===== src/rtl/issue_scoreboard.sv =====
// Register scoreboard and hazard controller for the dual-slot in-order issue stage.
// Tracks registers awaiting long write-back and qualifies slot-0/slot-1 issue each cycle.
module issue_scoreboard #(
  parameter int MAX_OUTSTANDING = 4
) (
  input  logic        clk,
  input  logic        rst,
  input  logic        flush,
  input  logic        s0_valid,
  input  logic [4:0]  s0_rd,
  input  logic [4:0]  s0_rj,
  input  logic [4:0]  s0_rk,
  input  logic        s0_wen,
  input  logic        s0_long,
  input  logic        s1_valid,
  input  logic [4:0]  s1_rd,
  input  logic [4:0]  s1_rj,
  input  logic [4:0]  s1_rk,
  input  logic        s1_wen,
  input  logic        s0_fire,
  input  logic        s1_fire,
  input  logic        lwb_valid,
  input  logic [4:0]  lwb_rd,
  output logic        s0_ok,
  output logic        s1_ok,
  output logic [31:0] busy_vec,
  output logic [2:0]  outstanding,
  output logic        full,
  output logic        sb_err
);

  localparam logic [2:0] MAX_CNT = 3'(MAX_OUTSTANDING);

  logic        h0;
  logic        h1;
  logic        pair_dep;
  logic        set_req;
  logic        clr_req;
  logic        err_evt;
  logic [31:0] busy_nxt;
  logic [2:0]  cnt_nxt;

  // Register r0 is hardwired, so it never counts as a pending producer.
  function automatic logic busy_of(input logic [31:0] vec, input logic [4:0] idx);
    return (idx != 5'd0) && vec[idx];
  endfunction

  always_comb begin
    h0 = busy_of(busy_vec, s0_rj) || busy_of(busy_vec, s0_rk) ||
         (s0_wen && busy_of(busy_vec, s0_rd)) ||
         (s0_long && s0_wen && full);
    s0_ok = s0_valid && !h0;

    pair_dep = s0_wen && (s0_rd != 5'd0) &&
               ((s0_rd == s1_rj) || (s0_rd == s1_rk) || (s1_wen && (s0_rd == s1_rd)));
    h1 = busy_of(busy_vec, s1_rj) || busy_of(busy_vec, s1_rk) ||
         (s1_wen && busy_of(busy_vec, s1_rd)) || pair_dep;
    s1_ok = s1_valid && s0_ok && !h1;
  end

  assign set_req = s0_fire && s0_long && s0_wen && (s0_rd != 5'd0);
  assign clr_req = lwb_valid && (lwb_rd != 5'd0);

  always_comb begin
    busy_nxt = busy_vec;
    cnt_nxt  = outstanding;
    err_evt  = 1'b0;
    if (flush) begin
      // Long units are flushed alongside us; in-cycle fires and write-backs are dropped.
      busy_nxt = '0;
      cnt_nxt  = '0;
    end else begin
      err_evt = (s0_fire && !s0_ok) || (s1_fire && !s1_ok) || (s1_fire && !s0_fire);
      if (set_req && clr_req && (s0_rd == lwb_rd)) begin
        busy_nxt[s0_rd] = 1'b1;
        err_evt         = 1'b1;
      end else begin
        if (clr_req) begin
          if (!busy_vec[lwb_rd] || (outstanding == 3'd0)) begin
            err_evt = 1'b1;
          end else begin
            busy_nxt[lwb_rd] = 1'b0;
            cnt_nxt          = cnt_nxt - 3'd1;
          end
        end
        if (set_req) begin
          busy_nxt[s0_rd] = 1'b1;
          cnt_nxt         = cnt_nxt + 3'd1;
        end
      end
    end
    busy_nxt[0] = 1'b0;
  end

  always_ff @(posedge clk or posedge rst) begin
    if (rst) begin
      busy_vec    <= '0;
      outstanding <= '0;
      full        <= 1'b0;
      sb_err      <= 1'b0;
    end else begin
      busy_vec    <= busy_nxt;
      outstanding <= cnt_nxt;
      full        <= (cnt_nxt == MAX_CNT);
      sb_err      <= sb_err || err_evt;
    end
  end

endmodule


===== config.mk =====
export PLATFORM = sky130hd
export DESIGN_NAME = issue_scoreboard
export DESIGN_NICKNAME = d
export VERILOG_FILES = /design/src/rtl/issue_scoreboard.sv
export SDC_FILE = /design/constraint.sdc
export NUM_CORES = 1
export LEC_CHECK = 0
export CAP_MARGIN = 20
export CORE_MARGIN = 4
export CORE_UTILIZATION = 45
export DETAILED_ROUTE_END_ITERATION = 12
export HOLD_SLACK_MARGIN = 0.05
export PLACE_DENSITY = 0.67
export SYNTH_ARGS = -nofsm -noshare
export SYNTH_HDL_FRONTEND = slang
export SYNTH_SLANG_ARGS = --single-unit

===== constraint.sdc =====
create_clock -name clk -period 8.2 [get_ports clk]
set_input_delay 1.64 -clock clk [delete_from_list [all_inputs] [get_ports clk]]
set_output_delay 1.64 -clock clk [all_outputs]
set_load 0.1 [all_outputs]

==> metrics.txt <==
worst path required time=6560 ps; RSZ-0062 raised after global routing=no; syn nets=497; CORE AREA=~9000 um2; status=finished clean; max incr delay on CP=~1200 ps; vias in the first global route=4366; die height=105 um; number of top-level pins=85; initial drt markers=340; number of fill cells in the layout=820; Post-CTS Setup Inserts=0; Register Area=901 um2; Vias/cell=7.09; initial antenna violation count=0; Wirelength per Cell=26.0 um; Row Count=35; CTS Hold Bufs=0; crit path kind=in -> out; final core occ=55.9%; Detailed Place HPWL=11.0 mm; drt drc=0; final wirelength=15.9 mm; CTS root buf=clkbuf_8; max-cap check violation count=0; first-pass GRT wire length=around 25 mm; ANT nets after route=0; Async S/R FF share, synth=100%; Worst path most repeated cell=clkdlybuf4s50_1; Worst Tran Pin Value=993 ps; Tcrit/Tclk final=a little over four fifths; CP Max Fanout=20; Final nets=549; critical path arrival=5220 ps; CTS tree=yes; leading cell types by total area after synthesis=dfrtp_1, mux4_2, mux2i_1, a21oi_1, xor2_1; register bit total from synthesis=36; final setup TNS=0 ps; CTS Buffer Depth=2; Die Area=11000 um2; grt ovf=0; # clock sinks=36; Tmin final=6860 ps; Routability Congestion=0.976; Worst Setup Start Kind=primary input; Layout area overhead=21.8%; H-tree Lvls=2; Starting Density=45.9%; YS warnings=0; worst path bufs/invs=2; Final Setup Violations=0; worst min-delay path class=reg -> reg; area occupied by multi-input gates=3120 um2; Power Dens Cells=just under 100 nW/um2; IO buf count=83; Fin. Hold Viols=0; relative slew slack=about 34%; largest net degree at the start of global routing=37; worst-path cell chain=clkdlybuf4s50_1 > mux4_2 > a22o_1 > nor2_1 > a31oi_1 > nor4_2 > clkdlybuf4s50_1; Synth top area share=21.3%; ANT cells=0; Yosys top cell by area=dfrtp_1; Max Slew Vio Count=0; Crit path max-delay family=buffers and inverters; syn_area_per_cell=approximately 9.4 um2; LEAKAGE=1.87 nW; CP Capture Type=output pin; share of layout cells above drive strength 1=13.0%; Die W=105 um; fmax=146 MHz; skew final=between 10 and 15 ps; peak supply drop=about 0.089 mV; post-synthesis cell type count=62; register area share after synthesis=21.3%; Clock Pin Slew Worst Setup and Hold Paths=70 ps; Cells after Synth=448; slowest CP cell=clkdlybuf4s50_1; TritonRoute pass-1 iters=6; Worst-Skew Late Latency=300 ps; GRT Total Usage=28.9%; Resized cells post-CTS=0; cts bufs inserted=5; Post-synth top flop=dfrtp_1; via count=4339; Post-synth EDFFs=0; synthesized cell area=4220 um2
-- layout make-up --
class,count,share of cell area [%]
Clock buffer,6,1.41
Clock inverter,2,0.681
Inverter,12,0.876
Multi-Input combinational cell,361,60.6
Sequential cell,36,17.5
Tap cell,111,2.70
Timing Repair Buffer,84,16.2
-- cells in the mapped netlist (7+ instances only) --
library cell / count
mux4_2: 39
dfrtp_1: 36
mux2i_1: 32
clkbuf_1: 29
a21oi_1: 27
o21ai_0: 25
nand2_1: 22
nor2_1: 20
nand3_1: 16
xor2_1: 15
o211ai_1: 14
inv_1: 11
a211oi_1: 10
nand2b_1: 8
nor3_1: 8
nor3b_1: 8
xnor2_1: 8
nor2b_1: 7
o21a_1: 7
-- cells in the final DEF, fill, tap and decap left out, types with 6 or more instances in the layout --
cell type        synthesis  final
xor2_1                  15     15
nand3b_1                 6      6
o21a_1                   7      7
a21boi_0                 6      6
mux2i_1                 32     32
xnor2_1                  8      8
dfrtp_1                 36     36
a21oi_1                 27     27
nor3b_1                  8      8
nor2_1                  20     20
o21ai_0                 25     25
a211oi_1                10     10
nand3_1                 16     16
nand2_1                 22     22
o211ai_1                14     14
clkdlybuf4s50_1          0     82
mux4_2                  39     39
nor2b_1                  7      7
nand2b_1                 8      8
inv_1                   11     11
nor3_1                   8      8
-- flip-flops by register name, indices dropped and copies added (netlist names) --
register	flops
busy_vec	31
full	1
outstanding	3
sb_err	1
-- cells by family after synthesis --
kind of cell    Yosys count  synth area share (%)
mux                      76                  29.7
compound gates          129                  20.9
xor+xnor                 23                  4.77
buf+inv                  51                  5.01
simple gates            129                  17.3
flops                    36                  21.3
fa+ha+maj                 3                 0.889
other cells               1                0.0888
-- stage by stage --
step	hold slack (ps)	cell area, um2	total power, mW	std cells	setup slack [ps]
floorplan	1080	4230	0.295	448	727
global placement	541	5040	0.344	604	1370
detailed placement	522	5040	0.345	604	1320
CTS	550	5140	0.502	612	1320
global route	593	5140	0.524	612	1130
finish	538	5140	0.501	612	1340
-- tightest hold or removal path, stage by stage, from the launching register on --
cell and delay [ps]:
dfrtp_1 350, a31oi_1 50, o311ai_0 100
-- path summary, 6_finish.rpt --
path                                   start           end  slack [ps]  depth (start not counted)
worst max-delay path                s0_rd[0]         s0_ok        1340                          7
worst min-delay path                  sb_err        sb_err         540                          2
worst max register to register  busy_vec[15]          full        4780                         10
worst min register to register        sb_err        sb_err         540                          2
max in group asynchronous                rst   busy_vec[3]        6090                          3
min in group asynchronous                rst  busy_vec[23]        1750                          3
-- per-layer routing --
layer	GRT usage (%)	share of wire, %
met3	5.93	11
met4	15.0	4.7
met5	0	0
met2	45.8	46
met1	37.2	38
-- power by group --
group,internal (mW),leakage [nW],switching [mW]
sequential,0.180,0.497,0.00421
combinational,0.0624,1.32,0.0974
clock,0.0903,0.0552,0.0671
(Power assumes the default switching activity.)
